File: src/rtl/cmp_code_decoder.sv
// Receiving end of the 2-bit compare code: handshake intake, one-hot g/e/l expansion,
// saturating per-result tallies, identical-result run length and a sticky illegal-code error.
//   state | meaning
//   IDLE  | no legal code held since reset/clear
//   RUN   | at least one legal code held; exactly one of g/e/l high
//   ERR   | illegal code seen; intake blocked until clear or rst
module cmp_code_decoder #(
  parameter int CNT_W = 8
) (
  input  logic             clk,
  input  logic             rst,
  input  logic             clear,
  input  logic             in_valid,
  output logic             in_ready,
  input  logic [1:0]       code,
  output logic             out_valid,
  output logic             g,
  output logic             e,
  output logic             l,
  output logic             err,
  output logic [CNT_W-1:0] gt_cnt,
  output logic [CNT_W-1:0] eq_cnt,
  output logic [CNT_W-1:0] lt_cnt,
  output logic [CNT_W-1:0] run_len
);

  typedef enum logic [1:0] {
    IDLE = 2'd0,
    RUN  = 2'd1,
    ERR  = 2'd2
  } state_t;

  state_t           r_state;
  state_t           w_state_nxt;
  logic [1:0]       r_last_code;
  logic             w_accept;
  logic             w_legal;
  logic [2:0]       w_gle;

  function automatic logic [CNT_W-1:0] sat_inc(input logic [CNT_W-1:0] v);
    return (&v) ? v : v + 1'b1;
  endfunction

  assign in_ready = !rst && !clear && (r_state != ERR);
  assign w_accept = in_valid && in_ready;
  assign w_legal  = (code != 2'b11);

  always_comb begin
    w_gle = 3'b000;
    case (code)
      2'b01:   w_gle = 3'b100;
      2'b10:   w_gle = 3'b010;
      2'b00:   w_gle = 3'b001;
      default: w_gle = 3'b000;
    endcase
  end

  always_comb begin
    w_state_nxt = r_state;
    if (clear) begin
      w_state_nxt = IDLE;
    end else begin
      case (r_state)
        IDLE, RUN: if (w_accept) w_state_nxt = w_legal ? RUN : ERR;
        ERR:       w_state_nxt = ERR;
        default:   w_state_nxt = IDLE;
      endcase
    end
  end

  always_ff @(posedge clk) begin
    if (rst) begin
      r_state     <= IDLE;
      r_last_code <= 2'b00;
      out_valid   <= 1'b0;
      {g, e, l}   <= 3'b000;
      err         <= 1'b0;
      gt_cnt      <= '0;
      eq_cnt      <= '0;
      lt_cnt      <= '0;
      run_len     <= '0;
    end else if (clear) begin
      r_state     <= IDLE;
      r_last_code <= 2'b00;
      out_valid   <= 1'b0;
      {g, e, l}   <= 3'b000;
      err         <= 1'b0;
      gt_cnt      <= '0;
      eq_cnt      <= '0;
      lt_cnt      <= '0;
      run_len     <= '0;
    end else begin
      r_state   <= w_state_nxt;
      out_valid <= 1'b0;
      if (w_accept) begin
        if (w_legal) begin
          out_valid   <= 1'b1;
          {g, e, l}   <= w_gle;
          r_last_code <= code;
          case (code)
            2'b01:   gt_cnt <= sat_inc(gt_cnt);
            2'b10:   eq_cnt <= sat_inc(eq_cnt);
            default: lt_cnt <= sat_inc(lt_cnt);
          endcase
          // A run restarts after IDLE even if the new code matches the stale last code.
          if (r_state == IDLE || code != r_last_code)
            run_len <= {{(CNT_W-1){1'b0}}, 1'b1};
          else
            run_len <= sat_inc(run_len);
        end else begin
          err <= 1'b1;
        end
      end
    end
  end

endmodule

File: config.mk
export PLATFORM = sky130hd
export DESIGN_NAME = cmp_code_decoder
export DESIGN_NICKNAME = d
export VERILOG_FILES = /design/src/rtl/cmp_code_decoder.sv
export SDC_FILE = /design/constraint.sdc
export NUM_CORES = 1
export LEC_CHECK = 0
export CORE_MARGIN = 4
export CORE_UTILIZATION = 40
export CTS_CLUSTER_DIAMETER = 120
export DETAILED_ROUTE_END_ITERATION = 16
export GPL_TIMING_DRIVEN = 1
export PLACE_DENSITY = 0.7
export RECOVER_POWER = 50
export SETUP_SLACK_MARGIN = 0.05
export SYNTH_ARGS = -nofsm -noshare
export SYNTH_HDL_FRONTEND = slang
export SYNTH_SLANG_ARGS = --single-unit
File: constraint.sdc
create_clock -name clk -period 1.9 [get_ports clk]
set_input_delay 0.285 -clock clk [delete_from_list [all_inputs] [get_ports clk]]
set_output_delay 0.285 -clock clk [all_outputs]
set_load 0.01 [all_outputs]
==> results.tsv, run 1 <==
metric	value	unit
rows	26	
clk_pin_slew_worst_paths	0.08	ns
dieWidth	80.34	µm
cts_tree	yes	
grt_pass1_wl	8.776	mm
drive_above_1_share	0.1604	
grt_pass1_vias	1927	
area_growth	42.02	%
ys_warn_count	0	
antenna_cells	0	
worst_pin_slew	0.7871	ns
synth.top_cell.area_share	0.3921	
layout_common_cells	41 x dfxtp_1, 29 x buf_4, 27 x nand2_1, 27 x dlygate4sd3_1, 20 x a21oi_1	
rsz0062_at_grt	no	
routed_via_density	5.492	
yosysTopAreaCell	dfxtp_1	
drv_cap	0	
layout.nets	333	
preCtsSetupSlack	-0.2878	ns
setup_viol	0	
critPathKind	input pin to register	
fin_crit_sh	0.9598	
cts_max_level	2	
cts_hold_buf	0	
r2r-start	eq_cnt[0]	
synth_edf_count	0	
multi_input_area	1231	µm²
power.leakage	1.133	nW
insertion_delay	0.29	ns
netlist_instances	246	
ff_latch_area	820.8	µm²
slew_headroom	0.4753	
clockBufferDepth	2	
first_pass_iters	4	
numPortBuffers	43	
status	finished clean	
drtIter0Drc	85	
peakVddDrop	0.0003525	V
core	5075	µm²
track_usage	0.1694	
syn-num-nets	262	
finalSetupTns	0	ns
cts_made_buffers	5	
critical_path_peak_fanout	11	
drcViolationCount	0	
grt_antenna_before_repair	0	
grt_max_degree	14	
fin_ws	0.07638	ns
gp_congestion	0.8196	
min_from	in_valid	
routedWlPerCell	13.63	µm
async_reset_ff_frac	0	
hold_viol	0	
finalPower	1.566	mW
max_freq	548.4	MHz
overflow	0	
cp.arrival	2.00	ns
clock_sinks	41	
clockRootBuffer	clkbuf_8	
slew_violations	0	
synth_top_cells_by_area	dfxtp_1 39%, ha_1 6.0%, a21oi_1 5.3%	
required	2.08	ns
yosysSeqAreaShare	0.3921	
fill_cells	471	
synth_seq_cells	41	
critPathLaunch	clear	
fin_util	0.5858	
vias	2131	
worstHoldPathType	input pin to register	
synth_area	2093	µm²
io_pins	44	
hpwl	3.735	mm
cp-start-kind	input pin	
synth.avg_cell_area	8.509	µm²
powerDensity	526.8	nW/µm²
die_area	6455	µm²
drt-total-wl	5.287	mm
synth_cell_types	45	
initial_utilization	0.4125	
die_h	80.34	µm
ant_nets	0	
fin_worst_skew	0.003582	ns
min_period	1.824	ns
synth-main-ff-cell	dfxtp_1	
final_common_cell	dfxtp_1	
endpoint_kind	register	
final timing paths:
kind	slack, ns	depth (start not counted)	endpoint
min	0.43	3	err
max	0.08	5	gt_cnt[4]
max reg2reg	0.32	5	eq_cnt[0]
min reg2reg	0.46	2	g
where the power goes:
part           leakage, nW  total, mW  switching (mW)  internal (mW)
clock               0.0439      0.573           0.320          0.254
combinational        0.758      0.128          0.0649         0.0630
sequential           0.330      0.865         0.00297          0.862
registers in the layout (all words and copies together) (netlist names):
register and flops:
r_state 2, eq_cnt 8, run_len 8, gt_cnt 8
out_valid 1, r_last_code 2, err 1, l 1
lt_cnt 8, g 1, e 1
through the flow:
| step | hold slack (ns) | cell area (µm²) | instances |
|---|---|---|---|
| floorplan | 0.4210 | 2093 | 246 |
| global placement | 0.4448 | 2833 | 377 |
| detailed placement | 0.4480 | 2833 | 377 |
| CTS | 0.4636 | 2944 | 386 |
| global route | 0.4437 | 2973 | 388 |
| finish | 0.4272 | 2973 | 388 |
cell type report:
type / count / share of cell area
timing repair buffer: 78 / 0.2424
multi-input combinational: 184 / 0.4141
inverter: 7 / 0.008838
sequential: 41 / 0.2761
tap: 70 / 0.02946
clock inverter: 3 / 0.005892
clock buffer: 5 / 0.02315
cell families after synthesis:
kind of cell	count (synthesis)	synth area share
AND/OR/NAND/NOR	102	0.2744
XOR/XNOR	2	0.008370
flip-flops	41	0.3921
AO/OA/AOI/OAI	65	0.2020
buffers and inverters	21	0.03945
multiplexers	5	0.02391
adder cells (fa/ha/maj)	10	0.05977
per-layer routing:
layer | share of wire | global-route usage | vias up
li1 | - | - | 1078
met3 | 0.050 | 0.04260 | 7
met5 | 0 | 0 | -
met4 | 0.016 | 0.05236 | 0
met1 | 0.45 | 0.2159 | 995
met2 | 0.48 | 0.2798 | 51
cell usage after synthesis (all sizes together) (5+ instances only):
| cell type | number |
|---|---|
| nand2 | 27 |
| nand4b | 5 |
| clkbuf | 11 |
| dfxtp | 41 |
| o31ai | 9 |
| mux2i | 5 |
| nor2 | 6 |
| nand3 | 14 |
| a31oi | 5 |
| and3 | 6 |
| or3 | 6 |
| o311ai | 7 |
| o21ai | 9 |
| nor3 | 6 |
| inv | 7 |
| ha | 10 |
| a21oi | 22 |
| nand4 | 9 |
repair_timing:
item                                    CTS  global route
setup buffers                             1             1
resized for setup                         4            10
cloned                                    0             1
endpoints found under the setup margin    4            20
pin swaps                                 1             0
worst max-delay path, stage by stage:
cell and delay (ns):
clkdlybuf4s50_1 0.53, buf_4 0.14, or2_0 0.61, clkbuf_2 0.36, a311oi_1 0.07
Note: power is estimated with default switching activity, not from simulation.
==> run 2: changes to the inputs <==
CTS_CLUSTER_DIAMETER = default   (was 120)
==> results of run 2 <==
The final DEF is identical to that of run 1; final timing and power are the same.
==> run 3: changes to the inputs <==
CTS_CLUSTER_DIAMETER = 60   (was default)
==> results of run 3 <==
The final DEF is identical to that of run 1; final timing and power are the same.
==> patch, RTL diff (flow settings as in run 1) <==
Change the parameter `CNT_W` from 8 to 10.
--- a/src/rtl/cmp_code_decoder.sv
+++ b/src/rtl/cmp_code_decoder.sv
@@ -5,7 +5,7 @@
 //   RUN   | at least one legal code held; exactly one of g/e/l high
 //   ERR   | illegal code seen; intake blocked until clear or rst
 module cmp_code_decoder #(
-  parameter int CNT_W = 8
+  parameter int CNT_W = 10
 ) (
   input  logic             clk,
   input  logic             rst,
Ports: changed (resized eq_cnt, gt_cnt, lt_cnt and run_len); port bits go from 44 to 52. The function was not compared with the original's and may differ.
==> patch against run 1 <==
Final cell count is 18% higher. Total power is 20% higher. Worst setup slack worse by 0.020 ns. Maximum frequency is 1.1% lower. Critical path depth is 2 higher. Hold slack worse by 0.016 ns. Cell area is 19% higher. Global-route usage is 0.40 points higher. Combinational power is 16% higher. Synthesized area is 19% higher. Die area is 17% higher. Sequential cell count is 8 higher. Wire length is 29% higher. Highest routed layer unchanged.
==> patch: results (changes against run 1) <==
<table>
<tr><th>Metric</th><th>Value</th></tr>
<tr><th colspan="2">Route</th></tr>
<tr><td>Total vias in the final route</td><td>2,683 (+26%)</td></tr>
<tr><td>Post-detailed-route wirelength per cell</td><td>15.0 µm (+9.9%)</td></tr>
<tr><td>Routed metal-1 wirelength</td><td>3380 µm (+42%)</td></tr>
<tr><th colspan="2">Pwr</th></tr>
<tr><td>Worst IR Drop VDD</td><td>0.430 mV (+22%)</td></tr>
<tr><td>Seq pwr</td><td>1.04 mW (+20%)</td></tr>
<tr><td>LEAKAGE</td><td>1.30 nW (+15%)</td></tr>
<tr><th colspan="2">Worst setup path</th></tr>
<tr><td>Maximum fanout encountered on the critical timing path</td><td>6 (-5)</td></tr>
<tr><td>Worst endpoint data arrival time</td><td>2.08 ns (+0.08 ns)</td></tr>
<tr><td>Largest stage delay on the critical path</td><td>0.55 ns (-0.06 ns)</td></tr>
<tr><td>Source of the worst register-to-register timing path</td><td>r_state[1]$_SDFFE_PP0P_</td></tr>
<tr><td>Endpoint of the most critical register-to-register path</td><td>lt_cnt[5]$_SDFFE_PP0P_</td></tr>
<tr><td>Critical Path Slowest Stage Cell</td><td>or4_4</td></tr>
<tr><td>Register-to-Register Setup Slack</td><td>0.12 ns (-0.20 ns)</td></tr>
<tr><th colspan="2">Global route</th></tr>
<tr><td>Met1 Usage GRT</td><td>22.9% (+1.4 points)</td></tr>
<tr><td>Largest net degree at the start of global routing</td><td>17 (+3)</td></tr>
<tr><td>Met2 global-route usage</td><td>28.9% (+0.94 points)</td></tr>
<tr><td>Met3 demand-to-capacity share in global routing</td><td>3.12% (-1.1 points)</td></tr>
<tr><td>Global-route wire length before repair</td><td>10,700 µm (+22%)</td></tr>
<tr><th colspan="2">Status</th></tr>
<tr><td>Status</td><td>finished clean</td></tr>
<tr><th colspan="2">Synth</th></tr>
<tr><td>Leading cell types by total area after synthesis</td><td>dfxtp_1, ha_1, nand2_1</td></tr>
<tr><td>Leading post-synthesis cells by instance count</td><td>dfxtp_1, nand2_1, a21oi_1, nand3_1</td></tr>
<tr><td>Number of nets produced by synthesis</td><td>310 (+18%)</td></tr>
<tr><th colspan="2">Worst hold path</th></tr>
<tr><td>Critical hold path startpoint</td><td>rst</td></tr>
<tr><td>Hold Path Sink</td><td>gt_cnt[8]$_SDFFE_PP0P_</td></tr>
<tr><td>Worst hold path depth</td><td>4 (+1)</td></tr>
<tr><th colspan="2">Layout</th></tr>
<tr><td>Post-layout net count</td><td>397 (+19%)</td></tr>
<tr><th colspan="2">Placed design</th></tr>
<tr><td>Routability congestion estimate from global placement</td><td>0.856 (+4.5%)</td></tr>
</table>
## patch: cell count changes after synthesis, moves of 4 or more
| cell | before | now |
|---|---|---|
| dfxtp_1 | 41 | 49 |
| or3_1 | 6 | 13 |
| a211oi_1 | 1 | 6 |
| o311ai_0 | 2 | 7 |
| o311ai_1 | 5 | 0 |
| o41ai_1 | 2 | 7 |
| or4_1 | 4 | 9 |
| nand2_1 | 27 | 31 |
| nand3_1 | 14 | 18 |
| nor2_1 | 5 | 9 |
## patch: metrics by stage
| step | area, µm² | power, mW | util (%) | cells | setup WS [ns] |
|---|---|---|---|---|---|
| floorplan | 2510 | 1.12 | - | 294 | 0.0263 |
| CTS | 3500 | 1.89 | 58.4 | 455 | 0.00190 |
| global placement | 3360 | 1.20 | 56.1 | 445 | -0.518 |
| finish | 3530 | 1.88 | 59.0 | 457 | 0.0564 |
| detailed placement | 3360 | 1.20 | 56.1 | 445 | -0.540 |
| global route | 3530 | 1.95 | 59.0 | 457 | 0.0279 |
## patch: cell families (layout without fill, tap and decap cells)
| kind of cell | Yosys count | count (layout) | synth area share [%] |
|---|---|---|---|
| flip-flops | 49 | 49 | 39.3 |
| adder cells (fa/ha/maj) | 10 | 10 | 5.01 |
| AND/OR/NAND/NOR | 127 | 127 | 28.0 |
| XOR/XNOR | 2 | 2 | 0.702 |
| buffers and inverters | 20 | 108 | 3.06 |
| AO/OA/AOI/OAI | 81 | 81 | 22.0 |
| multiplexers | 5 | 5 | 2.00 |
## patch: cell type report
type                       count  area (µm²)  share of cell area (%)
multi-input combinational    225        1510                    42.8
sequential                    49         981                    27.8
timing repair buffer          94         817                    23.1
clock buffer                   7        96.3                    2.73
tap                           75        93.8                    2.66
inverter                       6        26.3                   0.744
clock inverter                 1        5.00                   0.142
## patch: worst reg2reg max path: stages, from the launching register on
cell and delay [ns]:
dfxtp_1 0.35, nor2b_4 0.16, or4_4 0.50, buf_6 0.15, or4_1 0.40, a21oi_1 0.14
## patch: repair_timing
action | 4_1_cts | 5_1_grt
gates cloned | 1 | 0
resized for setup | 14 | 14
setup buffers | 1 | 2
hold buffers | 0 | 0
pin swaps | 2 | 3
endpoints found under the setup margin | 36 | 23
## patch: worst max path at each step
stage / startpoint / end / slack [ns] / cells after the start
2_1_floorplan: code[0] / lt_cnt[9]$_SDFFE_PP0P_ / 0.03 / 7
3_3_place_gp: code[0] / lt_cnt[5]$_SDFFE_PP0P_ / -0.52 / 7
3_5_place_dp: code[0] / lt_cnt[5]$_SDFFE_PP0P_ / -0.54 / 7
4_1_cts: rst / in_ready / 0.002 / 5
5_1_grt: code[0] / lt_cnt[5]$_SDFFE_PP0P_ / 0.03 / 7
6_report: code[0] / lt_cnt[5]$_SDFFE_PP0P_ / 0.06 / 7
